<file path="src/rtl/peripheral_axi4_pkg.sv">
`default_nettype none
// ============================================================================
// Module   : peripheral_axi4_pkg
// Brief    : Shared constants, FSM state types and address check helper
// Revision : 1.0 - initial release
// ============================================================================
package peripheral_axi4_pkg;

   localparam int          C_DATA_W    = 32;
   localparam int          C_STRB_W    = C_DATA_W / 8;

   localparam logic [1:0]  C_BURST_FIXED = 2'b00;
   localparam logic [1:0]  C_BURST_INCR  = 2'b01;

   localparam logic [1:0]  C_RESP_OKAY   = 2'b00;
   localparam logic [1:0]  C_RESP_SLVERR = 2'b10;

   typedef enum logic [1:0] {
      W_IDLE = 2'd0,
      W_DATA = 2'd1,
      W_RESP = 2'd2
   } wstate_e;

   typedef enum logic [0:0] {
      R_IDLE = 1'b0,
      R_DATA = 1'b1
   } rstate_e;

   // Addresses below the base wrap to a huge offset, so one compare covers both ends.
   function automatic logic addr_err(input logic [31:0] addr,
                                     input logic [31:0] base,
                                     input logic [31:0] span);
      logic [31:0] off;
      off = addr - base;
      return (addr[1:0] != 2'b00) || (off >= span);
   endfunction

endpackage
`default_nettype wire

</file>
<file path="src/rtl/peripheral_axi4_regfile_mem.sv">
`default_nettype none
// ============================================================================
// Module   : peripheral_axi4_regfile_mem
// Brief    : Register array, byte-strobed write port, asynchronous read port
// Revision : 1.0 - initial release
// ============================================================================
module peripheral_axi4_regfile_mem
   import peripheral_axi4_pkg::*;
#(
   parameter int NREGS = 16,
   parameter int IDXW  = $clog2(NREGS)
) (
   input  logic                clk,
   input  logic                rst_n,
   input  logic                i_we,
   input  logic [IDXW-1:0]     i_widx,
   input  logic [C_DATA_W-1:0] i_wdata,
   input  logic [C_STRB_W-1:0] i_wstrb,
   input  logic [IDXW-1:0]     i_ridx,
   output logic [C_DATA_W-1:0] o_rdata
);

   logic [NREGS-1:0][C_DATA_W-1:0] r_mem;

   always_ff @(posedge clk or negedge rst_n) begin
      if (!rst_n) begin
         r_mem <= '0;
      end else if (i_we) begin
         for (int b = 0; b < C_STRB_W; b++) begin
            if (i_wstrb[b]) begin
               r_mem[i_widx][8*b +: 8] <= i_wdata[8*b +: 8];
            end
         end
      end
   end

   assign o_rdata = r_mem[i_ridx];

endmodule
`default_nettype wire

</file>
<file path="src/rtl/peripheral_axi4_slave_regfile.sv">
`default_nettype none
// ============================================================================
// Module   : peripheral_axi4_slave_regfile
// Brief    : AXI4 slave exposing a bank of 32-bit registers, independent R/W
// Revision : 1.0 - initial release
// ============================================================================
module peripheral_axi4_slave_regfile
   import peripheral_axi4_pkg::*;
#(
   parameter logic [31:0] ADDR_BASE = 32'h0000_0000,
   parameter int          NREGS     = 16
) (
   input  logic        aclk,
   input  logic        aresetn,
   input  logic [3:0]  awid,
   input  logic [31:0] awadr,
   input  logic [3:0]  awlen,
   input  logic [1:0]  awburst,
   input  logic        awvalid,
   output logic        awready,
   input  logic [31:0] wrdata,
   input  logic [3:0]  wstrb,
   input  logic        wlast,
   input  logic        wvalid,
   output logic        wready,
   output logic [3:0]  bid,
   output logic [1:0]  bresp,
   output logic        bvalid,
   input  logic        bready,
   input  logic [3:0]  arid,
   input  logic [31:0] araddr,
   input  logic [3:0]  arlen,
   input  logic        arvalid,
   output logic        arready,
   output logic [3:0]  rid,
   output logic [31:0] rdata,
   output logic [1:0]  rresp,
   output logic        rlast,
   output logic        rvalid,
   input  logic        rready
);

   localparam int          IDXW   = $clog2(NREGS);
   localparam logic [31:0] C_SPAN = 32'(NREGS) << 2;

   // ---------------------------------------------------------------- write side
   wstate_e     r_wstate, w_wstate_nxt;
   logic        r_awready, r_wready, r_bvalid;
   logic [3:0]  r_bid;
   logic [1:0]  r_bresp;
   logic [31:0] r_wadr;
   logic [3:0]  r_awlen, r_wbeat;
   logic [1:0]  r_awburst;
   logic        r_werr;

   logic        w_aw_take, w_w_set, w_w_commit, w_b_done;
   logic        w_wfinal, w_wbeat_err, w_wlast_err, w_mem_we;

   assign w_wfinal    = (r_wbeat == r_awlen);
   assign w_wbeat_err = ((r_awburst != C_BURST_FIXED) && (r_awburst != C_BURST_INCR)) ||
                        addr_err(r_wadr, ADDR_BASE, C_SPAN);
   assign w_wlast_err = (wlast != w_wfinal);
   assign w_mem_we    = w_w_commit && !w_wbeat_err;

   always_comb begin
      w_wstate_nxt = r_wstate;
      w_aw_take    = 1'b0;
      w_w_set      = 1'b0;
      w_w_commit   = 1'b0;
      w_b_done     = 1'b0;
      case (r_wstate)
         W_IDLE: begin
            if (awvalid) begin
               w_aw_take    = 1'b1;
               w_wstate_nxt = W_DATA;
            end
         end
         W_DATA: begin
            // wready is raised for one cycle, the beat lands on the edge that drops it
            if (r_wready) begin
               if (wvalid) begin
                  w_w_commit = 1'b1;
                  if (w_wfinal) begin
                     w_wstate_nxt = W_RESP;
                  end
               end
            end else if (wvalid) begin
               w_w_set = 1'b1;
            end
         end
         W_RESP: begin
            if (bready) begin
               w_b_done     = 1'b1;
               w_wstate_nxt = W_IDLE;
            end
         end
         default: w_wstate_nxt = W_IDLE;
      endcase
   end

   always_ff @(posedge aclk or negedge aresetn) begin
      if (!aresetn) begin
         r_wstate <= W_IDLE;
      end else begin
         r_wstate <= w_wstate_nxt;
      end
   end

   always_ff @(posedge aclk or negedge aresetn) begin
      if (!aresetn) begin
         r_awready <= 1'b0;
         r_wready  <= 1'b0;
         r_bvalid  <= 1'b0;
         r_bid     <= '0;
         r_bresp   <= '0;
         r_wadr    <= '0;
         r_awlen   <= '0;
         r_awburst <= '0;
         r_wbeat   <= '0;
         r_werr    <= 1'b0;
      end else begin
         r_awready <= w_aw_take;
         r_wready  <= w_w_set;
         if (w_aw_take) begin
            r_bid     <= awid;
            r_wadr    <= awadr;
            r_awlen   <= awlen;
            r_awburst <= awburst;
            r_wbeat   <= '0;
            r_werr    <= 1'b0;
         end
         if (w_w_commit) begin
            r_wbeat <= r_wbeat + 4'd1;
            if (r_awburst == C_BURST_INCR) begin
               r_wadr <= r_wadr + 32'd4;
            end
            r_werr <= r_werr | w_wbeat_err | w_wlast_err;
            if (w_wfinal) begin
               r_bvalid <= 1'b1;
               r_bresp  <= (r_werr | w_wbeat_err | w_wlast_err) ? C_RESP_SLVERR : C_RESP_OKAY;
            end
         end
         if (w_b_done) begin
            r_bvalid <= 1'b0;
         end
      end
   end

   // ----------------------------------------------------------------- read side
   rstate_e     r_rstate, w_rstate_nxt;
   logic        r_arready, r_rvalid, r_rlast;
   logic [3:0]  r_rid;
   logic [1:0]  r_rresp;
   logic [31:0] r_rdata;
   logic [31:0] r_radr;
   logic [3:0]  r_arlen, r_rbeat;

   logic        w_ar_take, w_r_load, w_r_done, w_rerr;
   logic [31:0] w_mem_rdata;

   assign w_rerr = addr_err(r_radr, ADDR_BASE, C_SPAN);

   always_comb begin
      w_rstate_nxt = r_rstate;
      w_ar_take    = 1'b0;
      w_r_load     = 1'b0;
      w_r_done     = 1'b0;
      case (r_rstate)
         R_IDLE: begin
            if (arvalid) begin
               w_ar_take    = 1'b1;
               w_rstate_nxt = R_DATA;
            end
         end
         R_DATA: begin
            // A cycle with rvalid low separates every beat from the next
            if (r_rvalid) begin
               if (rready) begin
                  w_r_done = 1'b1;
                  if (r_rlast) begin
                     w_rstate_nxt = R_IDLE;
                  end
               end
            end else begin
               w_r_load = 1'b1;
            end
         end
         default: w_rstate_nxt = R_IDLE;
      endcase
   end

   always_ff @(posedge aclk or negedge aresetn) begin
      if (!aresetn) begin
         r_rstate <= R_IDLE;
      end else begin
         r_rstate <= w_rstate_nxt;
      end
   end

   always_ff @(posedge aclk or negedge aresetn) begin
      if (!aresetn) begin
         r_arready <= 1'b0;
         r_rvalid  <= 1'b0;
         r_rlast   <= 1'b0;
         r_rid     <= '0;
         r_rresp   <= '0;
         r_rdata   <= '0;
         r_radr    <= '0;
         r_arlen   <= '0;
         r_rbeat   <= '0;
      end else begin
         r_arready <= w_ar_take;
         if (w_ar_take) begin
            r_rid   <= arid;
            r_radr  <= araddr;
            r_arlen <= arlen;
            r_rbeat <= '0;
         end
         if (w_r_load) begin
            r_rvalid <= 1'b1;
            r_rdata  <= w_rerr ? 32'd0 : w_mem_rdata;
            r_rresp  <= w_rerr ? C_RESP_SLVERR : C_RESP_OKAY;
            r_rlast  <= (r_rbeat == r_arlen);
         end
         if (w_r_done) begin
            r_rvalid <= 1'b0;
            r_rlast  <= 1'b0;
            r_rbeat  <= r_rbeat + 4'd1;
            r_radr   <= r_radr + 32'd4;
         end
      end
   end

   // Base is 64-byte aligned, so the low address bits index the bank directly
   peripheral_axi4_regfile_mem #(
      .NREGS (NREGS),
      .IDXW  (IDXW)
   ) u_mem (
      .clk     (aclk),
      .rst_n   (aresetn),
      .i_we    (w_mem_we),
      .i_widx  (r_wadr[IDXW+1:2]),
      .i_wdata (wrdata),
      .i_wstrb (wstrb),
      .i_ridx  (r_radr[IDXW+1:2]),
      .o_rdata (w_mem_rdata)
   );

   assign awready = r_awready;
   assign wready  = r_wready;
   assign bvalid  = r_bvalid;
   assign bid     = r_bid;
   assign bresp   = r_bresp;
   assign arready = r_arready;
   assign rvalid  = r_rvalid;
   assign rlast   = r_rlast;
   assign rid     = r_rid;
   assign rresp   = r_rresp;
   assign rdata   = r_rdata;

endmodule
`default_nettype wire
</file>
<file path="config.mk">
export PLATFORM = sky130hd
export DESIGN_NAME = peripheral_axi4_slave_regfile
export DESIGN_NICKNAME = d
export VERILOG_FILES = /design/src/rtl/peripheral_axi4_pkg.sv /design/src/rtl/peripheral_axi4_regfile_mem.sv /design/src/rtl/peripheral_axi4_slave_regfile.sv
export SDC_FILE = /design/constraint.sdc
export NUM_CORES = 1
export LEC_CHECK = 0
export BUFFER_PORTS_ARGS = -buffer_cell sky130_fd_sc_hd__buf_2
export CAP_MARGIN = 20
export CORE_ASPECT_RATIO = 0.8
export CORE_MARGIN = 3
export CORE_UTILIZATION = 37
export DETAILED_ROUTE_END_ITERATION = 8
export HOLD_SLACK_MARGIN = 0.1
export SLEW_MARGIN = 20
export SYNTH_ARGS = -nofsm -noshare
export SYNTH_HDL_FRONTEND = slang
export SYNTH_HIERARCHICAL = 1
export SYNTH_SLANG_ARGS = --single-unit
</file>
<file path="constraint.sdc">
create_clock -name aclk -period 3 [get_ports aclk]
set_clock_uncertainty 0.05 [all_clocks]
set_input_delay 0.15 -clock aclk [delete_from_list [all_inputs] [get_ports aclk]]
set_output_delay 0.15 -clock aclk [all_outputs]
set_load 0.005 [all_outputs]
</file>
After elaboration in Yosys (flattened, before gate mapping)
Cells that the tools add are included.
- flip-flop bits (word level): 648
- input port bits: 126
- output and inout port bits: 50
- word-level logic and storage cells: 148
- $add $sub $neg: 4
- order comparisons: 5
- eq/ne operators: 12
- multiplexer cells: 68
- bitwise operators: 3
- reductions and logical operators: 19
- operators by type and width (kind ; count):
    512-bit two-way mux ; 7
    512-bit bitwise mux ; 4
    32-bit demux with 4-bit select ; 4
    32-bit two-way mux ; 8
    32-bit binary-select mux with 4-bit select ; 1
    32-bit by 3-bit adder with 32-bit output (second input constant) ; 2
    32-bit by 7-bit greater-or-equal comparator with 1-bit output (second input constant) ; 2
    1-bit two-way mux ; 28
    24-bit two-way mux ; 1
    16-bit two-way mux ; 1
    4-bit two-way mux ; 4
    2-bit nonzero test ; 8
    2-bit two-way mux ; 7
    4-bit by 5-bit less-than comparator with 1-bit output (second input constant) ; 2
    2-bit != test (second input constant) ; 5
    4-bit by 1-bit adder with 4-bit output (second input constant) ; 2
    4-bit == test ; 2
    8-bit two-way mux ; 1
    2-bit one-hot mux with 3 select lines ; 1
    5-bit AND reduction ; 1
    2-bit by 1-bit == test with 1-bit output (second input constant) ; 2
    4-bit by 1-bit greater-or-equal comparator with 1-bit output (second input constant) ; 1
    2-bit AND reduction ; 2
    1-bit logical AND ; 3
    9 further kinds ; 12

Longest topological paths before layout
Gate-level depths: netlist of run 1.
- word-level depth: 15
- mapped depth: 8
- depth with buffers taken out: 6

Hierarchy
The synthesis of run 1 kept the hierarchy.
- modules (own cells, without submodules) (module ; times used ; cells each ; area an instance (µm²) ; seq. area each (µm²)):
    peripheral_axi4_regfile_mem ; 1 ; 1430 ; 23030.8 ; 12812.3
    peripheral_axi4_slave_regfile ; 1 ; 696 ; 6567.5 ; 3353.2

Worst setup path after synthesis of run 1
Ideal clock, no wire load.
- kind: reg-to-reg
- start point: register r_wadr[8]
- end point: register u_mem/r_mem[400] in the netlist's numbering
- library setup time: 125 ps
- arrival time: 2386 ps
- required time: 2825 ps
- slack: 440 ps
- cell stages (with the launch flop): 9
- path buffers: 2
- clock period less this slack: 2560 ps
- cells stage by stage: dfrtp_1 buf_2 nor4_1 nand4_1 nor3_1 buf_4 nand4_1 nor2_2 mux2_2
- word-level cells in the longest chain between the ends: 5
- RTL lines (what ; RTL line ; text):
    start, declared ; peripheral_axi4_slave_regfile.sv:51 ; logic [31:0] r_wadr;
    start signal, assigned ; peripheral_axi4_slave_regfile.sv:126 ; r_wadr <= awadr;
    start signal, assigned ; peripheral_axi4_slave_regfile.sv:135 ; r_wadr <= r_wadr + 32'd4;
    32-bit by 7-bit greater-or-equal comparator with 1-bit output ; peripheral_axi4_pkg.sv:35 ; return (addr[1:0] != 2'b00) || (off >= span);
    1-bit logical OR ; peripheral_axi4_pkg.sv:35 ;
    1-bit logical OR ; peripheral_axi4_slave_regfile.sv:60 ; assign w_wbeat_err = ((r_awburst != C_BURST_FIXED) && (r_awburst != C_BURST_INCR)) ||
    1-bit zero test ; peripheral_axi4_slave_regfile.sv:63 ; assign w_mem_we = w_w_commit && !w_wbeat_err;
    1-bit logical AND ; peripheral_axi4_slave_regfile.sv:63 ;
    named net w_mem_we ; peripheral_axi4_slave_regfile.sv:57 ; logic w_wfinal, w_wbeat_err, w_wlast_err, w_mem_we;
    end signal, assigned by index ; peripheral_axi4_regfile_mem.sv:31 ; r_mem[i_widx][8*b +: 8] <= i_wdata[8*b +: 8];
    end, declared ; peripheral_axi4_regfile_mem.sv:23 ; logic [NREGS-1:0][C_DATA_W-1:0] r_mem;
The timed path passes the listed nets, and every way through them passes these cells.
A chain may end at the register's enable or synchronous reset.

Worst setup path after layout of run 1
- start point: register r_wadr[30]
- end point: register u_mem/r_mem[392] in the netlist's numbering
The elaborated chain is that of the path after synthesis.

==> impl_metrics.py, run 1 <==
metrics = {
    "critical_path": {
        "reg2reg_slack_ps": 170,
        "reg2regPathDepth": 7,
        "critPathSlowestCell": "nor2_2",
        "worstSetupPathType": "flop to flop",
        "cp_top_family": "simple AND/OR/NAND/NOR gates",
        "startpoint_type": "flop",
        "worstPathCellList": "nor4_1 > nand4_1 > nor3_2 > buf_12 > nand4_1 > nor2_2 > mux2_2",
        "critPathRequiredTime_ps": 3460,
        "crit_buf_inv": 1,
        "crit_fanout": 16,
        "end_kind": "flop",
        "reg2reg_from": "r_wadr[30]",
        "cp_data_arrival_time_ps": 3290,
        "cpMostUsedCell": "nand4_1",
        "max_stage_delay_ps": 460,
        "reg2reg_to": "u_mem/r_mem[392]",
    },
    "power_and_ir_drop": {
        "internal_power_w": 0.0165,
        "p_sw_share_pct": 31.4,
        "clockPowerShare_pct": 36.8,
        "ir_worst_vdd_v": 0.000406,
        "netSwitchingPower_w": 0.00756,
        "p_leak_nw": 17.2,
        "powerDensity_mw_per_mm2": 663,
        "seqPwrFrac_pct": 41.9,
        "combPwrFrac_pct": 21.3,
    },
    "sta": {
        "relSlewSlack_pct": 43.2,
        "setup_ws_ps": 168,
        "hold_viol_final": 0,
        "worst_pin_slew_ps": 850,
        "rsz0062_at_grt": "no",
        "maxSlewViolCount": 0,
        "setup_viol": 0,
        "fin_crit_sh_pct": 94.4,
        "fmax_ghz": 0.353,
        "tns_ps": 0,
        "period_needed_ps": 2830,
    },
    "synth": {
        "yosysSeqAreaShare_pct": 54.6,
        "synth_simple_gate_area_share_pct": 7.64,
        "syn_inst": 2126,
        "synth_top_family_by_area": "multiplexers",
        "synth_edf_count": 0,
        "synth-seq-cells": 646,
        "yosys_warnings": 6,
        "synth_cell_type_count": 68,
        "synth.largest_area_cell": "dfrtp_1",
        "synth_adder_area_share_pct": 0.254,
        "synth_xor_area_share_pct": 0.385,
        "syn_area_mm2": 0.0296,
        "synth_flop_cell": "dfrtp_1",
        "yosys.area.top_type_share_pct": 54.6,
        "muxShareOfSynthArea_pct": 29.3,
        "synth_compound_area_share_pct": 5.63,
        "async_flop_share_pct": 100,
        "avgSynthCellArea_um2": 13.9,
        "synth_area_leaders": "dfrtp_1 (55%), mux2_2 (19%), mux4_2 (9.7%)",
    },
    "layout": {
        "drive_gt1_share_pct": 44.0,
        "final_cell_mix": "dfrtp_1 (643), mux2_2 (512), nand2_1 (176), buf_2 (172), dlygate4sd3_1 (147)",
        "multi_input_area_mm2": 0.0128,
        "post-route-util_pct": 46.1,
        "area_delta_synth_final_pct": 22.9,
        "mostFrequentLayoutCell": "dfrtp_1",
        "seqCellArea_mm2": 0.0162,
        "final_nets": 2635,
        "fillCellCount": 6945,
    },
    "routing": {
        "dr.pass1.iters": 7,
        "via_per_inst": 5.50,
        "num_vias": 19744,
        "wire_per_inst_um": 21.7,
        "drtIter0Drc": 1588,
        "wirelength_um": 78000,
        "drc_errors": 0,
        "ant_nets": 0,
    },
    "floorplanning": {
        "design.core.area_mm2": 0.0790,
        "die_area_mm2": 0.0834,
        "start_util_pct": 37.5,
        "fp.dieW_um": 322,
        "fp.dieH_um": 259,
        "io_pins": 176,
        "rows": 92,
    },
    "clocking": {
        "clock_path_buffers": 3,
        "cts.sinks": 646,
        "clk_pin_slew_ps": 70,
        "cts_tree": "built",
        "cts.htree.levels": 3,
        "insertion_delay_ps": 640,
        "cts_buffers": 70,
        "cts-root-buf": "clkbuf_16",
    },
    "place": {
        "gp_congestion": 0.859,
        "portBuffers": 173,
        "place_hpwl_um": 50100,
        "post-place-ws_ps": 162,
    },
    "grt": {
        "grt_overflow": 0,
        "grtUsageTotal_pct": 18.8,
        "grt_antenna_before_repair": 5,
        "grt_pass1_vias": 21055,
        "grt_pass1_wl_um": 123000,
        "grt_start_max_net_pins": 77,
    },
    "worst_hold_path": {
        "hp-start": "rready",
        "whs_endpoint": "rlast",
        "hp-class": "input port to flop",
        "hold-path-cell-count": 3,
    },
    "run": {
        "maxCapViolCount": 0,
    },
    "run_status": {
        "status": "completed",
    },
}
-- kinds of logic (layout without fill, tap and decap cells) --
group	after synthesis	count (layout)
adders and majority gates	6	6
xor gates and xnor gates	13	13
buffers and inverters	152	580
other	1	5
DFF	646	646
muxes	642	642
AOI/OAI and AO/OA	229	229
and+or+nand+nor	437	437
-- layer usage --
layer / global-route usage, % / part of all wire (%)
met1: 26.5 / 46
met2: 30.0 / 46
met3: 3.48 / 5.5
met4: 5.31 / 2.5
met5: 0 / 0.038
-- power groups by stage --
stage	clock, W	combinational (W)	sequential, W
3_3_place_gp	0	0.00482	0.0102
6_report	0.00886	0.00514	0.0101
4_1_cts	0.00910	0.00518	0.0101
3_5_place_dp	0	0.00489	0.0102
5_1_grt	0.00948	0.00561	0.0102
2_1_floorplan	0	0.00327	0.00995
-- per-stage QoR --
| stage | cells | cell area [um2] | total power, W | hold slack, ps |
|---|---|---|---|---|
| detailed placement | 3318 | 32500 | 0.0151 | 168 |
| CTS | 3589 | 36400 | 0.0244 | 108 |
| finish | 3592 | 36400 | 0.0241 | 152 |
| global placement | 3318 | 32500 | 0.0150 | 158 |
| global route | 3591 | 36400 | 0.0253 | 192 |
| floorplan | 2127 | 29600 | 0.0132 | -196 |
-- repair_timing --
| item | in CTS | in global routing |
|---|---|---|
| hold endpoints to repair | 1121 | 0 |
| setup buffers | 0 | 0 |
| hold buffers | 147 | 0 |
| endpoints found under the setup margin | 0 | 4 |
| resized for setup | 0 | 2 |
-- registers in the layout, indices dropped and copies added, names as in the netlist, 32 cells and up --
signal,cells
u_mem/r_mem,512
r_radr,32
r_wadr,32
rdata,32
-- synth_stat cells, drive strengths merged (3+ instances only) --
cell type    n
a21oi       27
inv         20
a311oi       6
or3          4
buf         40
o22ai        6
nand3       46
nor3        15
and3        10
or4          4
xor2         8
o211ai      15
clkbuf      92
nor4        23
and2         5
nor2        91
nand4b       9
o32ai        3
mux2       512
o21ai       29
a22oi       69
a31oi        6
o311ai      12
nand3b       3
dfrtp      646
mux4       128
a22o        32
nand4       29
nor4bb       5
nand2      179
o221a        6
nand2b       5
xnor2        5
or2          3
a21o         3
ha           6
nor2b        4
-- worst reg2reg max path, stage by stage (launching register included) --
cell,delay [ps]
dfrtp_1,410
nor4_1,380
nand4_1,210
nor3_2,270
buf_12,180
nand4_1,340
nor2_2,470
mux2_2,390
-- cell type report --
cell class	instances	share of cell area, %
inverter	20	0.206
timing repair buffer	436	9.91
antenna	3	0.0206
tap	1034	3.56
sequential	646	44.5
clock buffer	103	5.77
clock inverter	21	0.788
multi-input combinational	1329	35.3
-- worst max path at each step --
stage | startpoint | endpoint | slack [ps] | cells past startpoint
5_1_grt | r_wadr[30] | u_mem/r_mem[392] | 10 | 7
4_1_cts | r_wadr[3] | r_wadr[29] | 150 | 6
2_1_floorplan | r_wadr[8] | u_mem/r_mem[400] | 440 | 8
6_report | r_wadr[30] | u_mem/r_mem[392] | 170 | 7
3_5_place_dp | r_wadr[28] | u_mem/r_mem[392] | 160 | 7
3_3_place_gp | r_wadr[30] | u_mem/r_mem[396] | 190 | 7
No activity file was read; power rests on OpenSTA's default activity.
==> inputs of run 2 (changes only) <==
--- a/config.mk
+++ b/config.mk
@@ -6,12 +6,14 @@
 export NUM_CORES = 1
 export LEC_CHECK = 0
 export BUFFER_PORTS_ARGS = -buffer_cell sky130_fd_sc_hd__buf_2
-export CAP_MARGIN = 20
+export CAP_MARGIN = 0
 export CORE_ASPECT_RATIO = 0.8
 export CORE_MARGIN = 3
 export CORE_UTILIZATION = 37
 export DETAILED_ROUTE_END_ITERATION = 8
 export HOLD_SLACK_MARGIN = 0.1
+export PLACE_DENSITY_LB_ADDON = 0.08
+export REMOVE_ABC_BUFFERS = 1
 export SLEW_MARGIN = 20
 export SYNTH_ARGS = -nofsm -noshare
 export SYNTH_HDL_FRONTEND = slang
==> run 2 against run 1 <==
  * Global-route usage up 0.38 points
  * Critical path depth unchanged
  * Setup slack worse by 39 ps
  * Die area unchanged
  * Total power about the same
  * Combinational power up 3%
  * Critical path type unchanged
  * Largest cell class unchanged
  * Largest power group unchanged
==> impl_metrics.py, run 2 (synthesis results as in run 1) <==
metrics = {
    "grt": {
        "grt_pass1_wl_um": 124000,
        "grt_use_met3_pct": 3.41,
        "grt_antenna_before_repair": 5,
        "grt_overflow": 0,
        "grt_start_max_net_pins": 83,
        "grt_pass1_vias": 20741,
        "grtUsageTotal_pct": 19.2,
        "grt.busiest_layer": "met2",
        "global_route.usage.met1_pct": 27.3,
        "use_met2_pct": 30.3,
    },
    "floorplanning": {
        "rows": 92,
        "die_area_mm2": 0.0834,
        "io_pins": 176,
        "fp.dieH_um": 259,
        "start_util_pct": 37.5,
        "fp.dieW_um": 322,
        "design.core.area_mm2": 0.0790,
    },
    "clocking": {
        "cts_tree": "built",
        "cts-root-buf": "clkbuf_16",
        "postCtsSetupBuffers": 0,
        "clk_pin_slew_ps": 60,
        "cts_buffers": 72,
        "cts.htree.levels": 3,
        "cts.sinks": 646,
        "clock_path_buffers": 3,
        "insertion_delay_ps": 630,
    },
    "layout": {
        "final_cell_mix": "dfrtp_1 (642), mux2_2 (512), nand2_1 (177), buf_2 (172), dlygate4sd3_1 (156)",
        "drive_gt1_share_pct": 43.9,
        "final_cells": 3596,
        "top_register": "u_mem/r_mem",
        "post-route-util_pct": 45.9,
        "largest_register_ffs": 512,
        "area_delta_synth_final_pct": 22.5,
        "mostFrequentLayoutCell": "dfrtp_1",
        "final_nets": 2639,
    },
    "sta": {
        "hold_ws_ps": 199,
        "maxSlewViolCount": 0,
        "fin_crit_sh_pct": 95.7,
        "rsz0062_at_grt": "yes",
        "relSlewSlack_pct": 40.7,
        "setup_ws_ps": 129,
        "setup_viol": 0,
        "fmax_ghz": 0.348,
        "worst_pin_slew_ps": 886,
        "hold_viol_final": 0,
        "period_needed_ps": 2870,
    },
    "routing": {
        "drtIter0Drc": 1115,
        "via_per_inst": 5.38,
        "dr.pass1.iters": 7,
        "ant_nets": 0,
        "drc_errors": 0,
        "wirelength_um": 79000,
        "num_vias": 19357,
        "wire_per_inst_um": 22.0,
    },
    "run_status": {
        "status": "completed",
    },
    "power_and_ir_drop": {
        "clockPowerShare_pct": 36.1,
        "p_sw_share_pct": 31.5,
        "internal_power_w": 0.0165,
        "combPwrFrac_pct": 21.9,
        "powerDensity_mw_per_mm2": 665,
        "total_power_w": 0.0241,
        "netSwitchingPower_w": 0.00761,
        "p_leak_nw": 17.2,
        "seqPwrFrac_pct": 41.9,
        "ir_worst_vdd_v": 0.000467,
    },
    "critical_path": {
        "reg2reg_from": "r_wadr[13]",
        "worstSetupPathType": "flop to flop",
        "cp_top_family": "simple AND/OR/NAND/NOR gates",
        "crit_fanout": 16,
        "crit_cells": 7,
        "crit_buf_inv": 1,
        "startpoint": "r_wadr[13]",
        "worstPathCellList": "nor4_1 > nand4_1 > nor3_2 > buf_12 > nand4b_1 > nor2_2 > mux2_2",
        "end_kind": "flop",
        "max_stage_delay_ps": 540,
        "critPathRequiredTime_ps": 3450,
        "reg2reg_slack_ps": 130,
        "reg2regPathDepth": 7,
        "cp_data_arrival_time_ps": 3320,
        "crit_end": "u_mem/r_mem[131]",
        "critPathSlowestCell": "nor2_2",
        "reg2reg_to": "u_mem/r_mem[131]",
        "startpoint_type": "flop",
    },
    "place": {
        "portBuffers": 173,
        "place_hpwl_um": 50100,
        "post-place-ws_ps": 20.0,
        "dp.cells": 3310,
        "gp_congestion": 0.807,
    },
    "run": {
        "maxCapViolCount": 0,
    },
    "worst_hold_path": {
        "hp-class": "input port to flop",
    },
}
## run 2: what timing repair did
item	in CTS	in global routing
hold buffers	157	0
hold endpoints to repair	1255	0
resized for setup	0	3
setup endpoints to repair	0	74
## run 2: worst min path at each step
stage | start | end | slack (ps) | cells past startpoint
after CTS | wstrb[1] | u_mem/r_mem[232] | 160 | 4
final | wstrb[1] | u_mem/r_mem[232] | 200 | 4
after floorplan | aresetn | arready | -200 | 0
after detailed placement | aresetn | u_mem/r_mem[475] | 140 | 1
after global routing | arid[2] | rid[2] | 190 | 4
after global placement | aresetn | u_mem/r_mem[285] | 130 | 1
## run 2: through the flow
stage | setup TNS (ps) | instance area (um2)
6_report | 0 | 36300
5_1_grt | -39.2 | 36300
3_3_place_gp | 0 | 32300
2_1_floorplan | -204700 | 29000
3_5_place_dp | 0 | 32300
4_1_cts | 0 | 36200
## run 2: final cells by class
| cell class | instances | area (um2) |
|---|---|---|
| repair buffers | 438 | 3540 |
| inverters | 20 | 75.1 |
| clock buffers | 100 | 2090 |
| diodes | 2 | 5.00 |
| fillers | 7083 | 42700 |
| multi-input cells | 1329 | 12800 |
| well taps | 1034 | 1290 |
| flip-flops and latches | 646 | 16200 |
| clock inverters | 27 | 238 |
## run 2: tightest hold or removal path, delay by kind of cell
kind | cells | cell delay, ps
AND/OR/NAND/NOR | 2 | 330
multiplexers | 1 | 220
buffers and inverters | 1 | 120
## run 2: power by group through the flow
| stage | Combinational [W] | Sequential (W) | Clock [W] |
|---|---|---|---|
| after floorplan | 0.00223 | 0.0105 | 0 |
| after global placement | 0.00494 | 0.0102 | 0 |
| after detailed placement | 0.00498 | 0.0102 | 0 |
| after CTS | 0.00538 | 0.0101 | 0.00903 |
| after global routing | 0.00577 | 0.0102 | 0.00941 |
| final | 0.00529 | 0.0101 | 0.00871 |
## run 2: per-layer routing
metal / vias to the layer above / routed length [um] / part of all wire [%]
met5: - / 12 / 0.015
li1: 8730 / - / -
met4: 2 / 1990 / 2.5
met2: 362 / 36800 / 47
met3: 129 / 3020 / 3.8
met1: 10134 / 37200 / 47
==> inputs of run 3 (changes only) <==
--- a/config.mk
+++ b/config.mk
@@ -14,8 +14,10 @@
 export HOLD_SLACK_MARGIN = 0.1
 export PLACE_DENSITY_LB_ADDON = 0.08
 export REMOVE_ABC_BUFFERS = 1
+export SKIP_CTS_REPAIR_TIMING = 1
 export SLEW_MARGIN = 20
 export SYNTH_ARGS = -nofsm -noshare
 export SYNTH_HDL_FRONTEND = slang
 export SYNTH_HIERARCHICAL = 1
 export SYNTH_SLANG_ARGS = --single-unit
+export TNS_END_PERCENT = 50
==> constraint.sdc (replaced) <==
create_clock -name aclk -period 3.5 [get_ports aclk]
set_clock_uncertainty 0.05 [all_clocks]
set_input_delay 0.175 -clock aclk [delete_from_list [all_inputs] [get_ports aclk]]
set_output_delay 0.175 -clock aclk [all_outputs]
set_load 0.005 [all_outputs]
==> run 3 against run 2 <==
  * Utilization down 0.68 points
  * Largest cell class unchanged
  * Die area unchanged
  * Register-to-register slack better by 270 ps
  * Global-route usage down 0.55 points
  * Largest power group unchanged
  * Hold slack worse by 38 ps
  * Highest routed layer unchanged
==> impl_metrics.py, run 3 (synthesis results as in run 1) <==
metrics = {
    "critical_path": {
        "cp_data_arrival_time_ps": 3550,
        "worstSetupPathType": "flop to flop",
        "startpoint_type": "flop",
        "crit_buf_inv": 1,
        "max_stage_delay_ps": 490,
        "worstPathCellList": "nor4_1 > nand4_1 > nor3_2 > buf_4 > nor4bb_1 > nand3_1 > mux2_2",
        "critPathRequiredTime_ps": 3940,
        "end_kind": "flop",
        "critPathSlowestCell": "nor4bb_1",
        "crit_fanout": 16,
        "cp_top_family": "simple AND/OR/NAND/NOR gates",
    },
    "place": {
        "portBuffers": 173,
        "place_hpwl_um": 50100,
        "post-place-ws_ps": 396,
        "gp_congestion": 0.786,
        "placed_area_mm2": 0.0322,
    },
    "routing": {
        "via_per_inst": 5.40,
        "ant_nets": 0,
        "dr_wl_met3_um": 2810,
        "drc_errors": 0,
        "met1_length_um": 36100,
        "num_vias": 19110,
        "route.met2.wl_um": 36400,
        "routed.top_layer": "met5",
        "wire_per_inst_um": 21.9,
        "drtIter0Drc": 1281,
        "dr.pass1.iters": 5,
        "wirelength_um": 77400,
    },
    "power_and_ir_drop": {
        "netSwitchingPower_w": 0.00651,
        "powerDensity_mw_per_mm2": 576,
        "seqPwrFrac_pct": 42.6,
        "clockPowerShare_pct": 36.8,
        "p_sw_share_pct": 31.6,
        "ir_worst_vdd_v": 0.000554,
        "internal_power_w": 0.0141,
        "p_leak_nw": 16.9,
        "combPwrFrac_pct": 20.6,
        "total_power_w": 0.0206,
    },
    "floorplanning": {
        "start_util_pct": 37.5,
        "fp.dieW_um": 322,
        "design.core.area_mm2": 0.0790,
        "fp.dieH_um": 259,
        "die_area_mm2": 0.0834,
        "io_pins": 176,
        "rows": 92,
    },
    "worst_hold_path": {
        "hp-class": "input port to async pin",
    },
    "sta": {
        "fin_crit_sh_pct": 88.6,
        "fmax_ghz": 0.322,
        "rsz0062_at_grt": "no",
        "hold_ws_ps": 161,
        "hold_viol_final": 0,
        "worst_pin_slew_ps": 923,
        "relSlewSlack_pct": 38.2,
        "maxSlewViolCount": 0,
        "period_needed_ps": 3100,
        "setup_viol": 0,
        "setup_ws_ps": 398,
    },
    "clocking": {
        "cts.htree.levels": 3,
        "cts.sinks": 646,
        "insertion_delay_ps": 620,
        "cts_buffers": 71,
        "cts_tree": "built",
        "cts-root-buf": "clkbuf_16",
        "clk_pin_slew_ps": 60,
        "clock_path_buffers": 3,
    },
    "grt": {
        "grt_pass1_vias": 19891,
        "grt_overflow": 0,
        "grt_start_max_net_pins": 96,
        "grtUsageTotal_pct": 18.6,
        "grt_antenna_before_repair": 4,
        "grt_pass1_wl_um": 121000,
    },
    "run_status": {
        "status": "completed",
    },
    "layout": {
        "area_delta_synth_final_pct": 20.7,
        "fillCellCount": 7075,
        "multi_input_area_mm2": 0.0128,
        "fin_area_mm2": 0.0357,
        "drive_gt1_share_pct": 43.9,
        "final_cell_mix": "dfrtp_1 (644), mux2_2 (512), nand2_1 (177), buf_2 (172), mux4_2 (128)",
        "top_register": "u_mem/r_mem",
        "final_nets": 2586,
        "mostFrequentLayoutCell": "dfrtp_1",
        "seqCellArea_mm2": 0.0162,
        "largest_register_ffs": 512,
    },
    "run": {
        "maxCapViolCount": 0,
    },
}
## run 3: changes by cell type in the layout (fill, tap and decap cells not counted), moves of 3 or more
cell	change
buf_12	-4
dlygate4sd3_1	-35
buf_4	-12
clkbuf_1	+3
clkinv_2	-6
## run 3: layout make-up
class	instances	share of cell area (%)
Antenna cell	1	0.00701
Clock buffer	101	5.80
Clock inverter	23	0.778
Inverter	20	0.210
Multi-Input combinational cell	1329	35.9
Sequential cell	646	45.3
Tap cell	1034	3.62
Timing Repair Buffer	386	8.37
## run 3: per-stage QoR
stage | std cells | utilization, % | TNS, ps
CTS | 3418 | 43.7 | 0
finish | 3540 | 45.2 | 0
global placement | 3294 | 40.7 | 0
detailed placement | 3294 | 40.7 | 0
floorplan | 1995 | - | -171240
global route | 3539 | 45.2 | 0
## run 3: final timing paths
check                          start                to  slack, ps  cells past startpoint
max reg2reg                r_wadr[8]  u_mem/r_mem[120]        400                      7
min in group aclk           wstrb[2]  u_mem/r_mem[436]        180                      4
min reg2reg                   rid[2]            rid[2]        420                      2
max in group asynchronous    aresetn  u_mem/r_mem[135]       2250                      3
min                          aresetn  u_mem/r_mem[316]        160                      2
max                        r_wadr[8]  u_mem/r_mem[120]        400                      7
## run 3: power by group through the flow
stage	Clock [W]	Sequential, W	Combinational [W]
floorplan	0	0.00901	0.00198
global placement	0	0.00887	0.00417
detailed placement	0	0.00888	0.00420
CTS	0.00783	0.00876	0.00422
global route	0.00811	0.00885	0.00464
finish	0.00756	0.00877	0.00424
## run 3: per-layer routing
metal | vias up | track usage [%]
met5 | - | 0
met4 | 4 | 5.71
met3 | 122 | 3.14
met2 | 369 | 29.5
met1 | 10000 | 26.4
li1 | 8615 | -
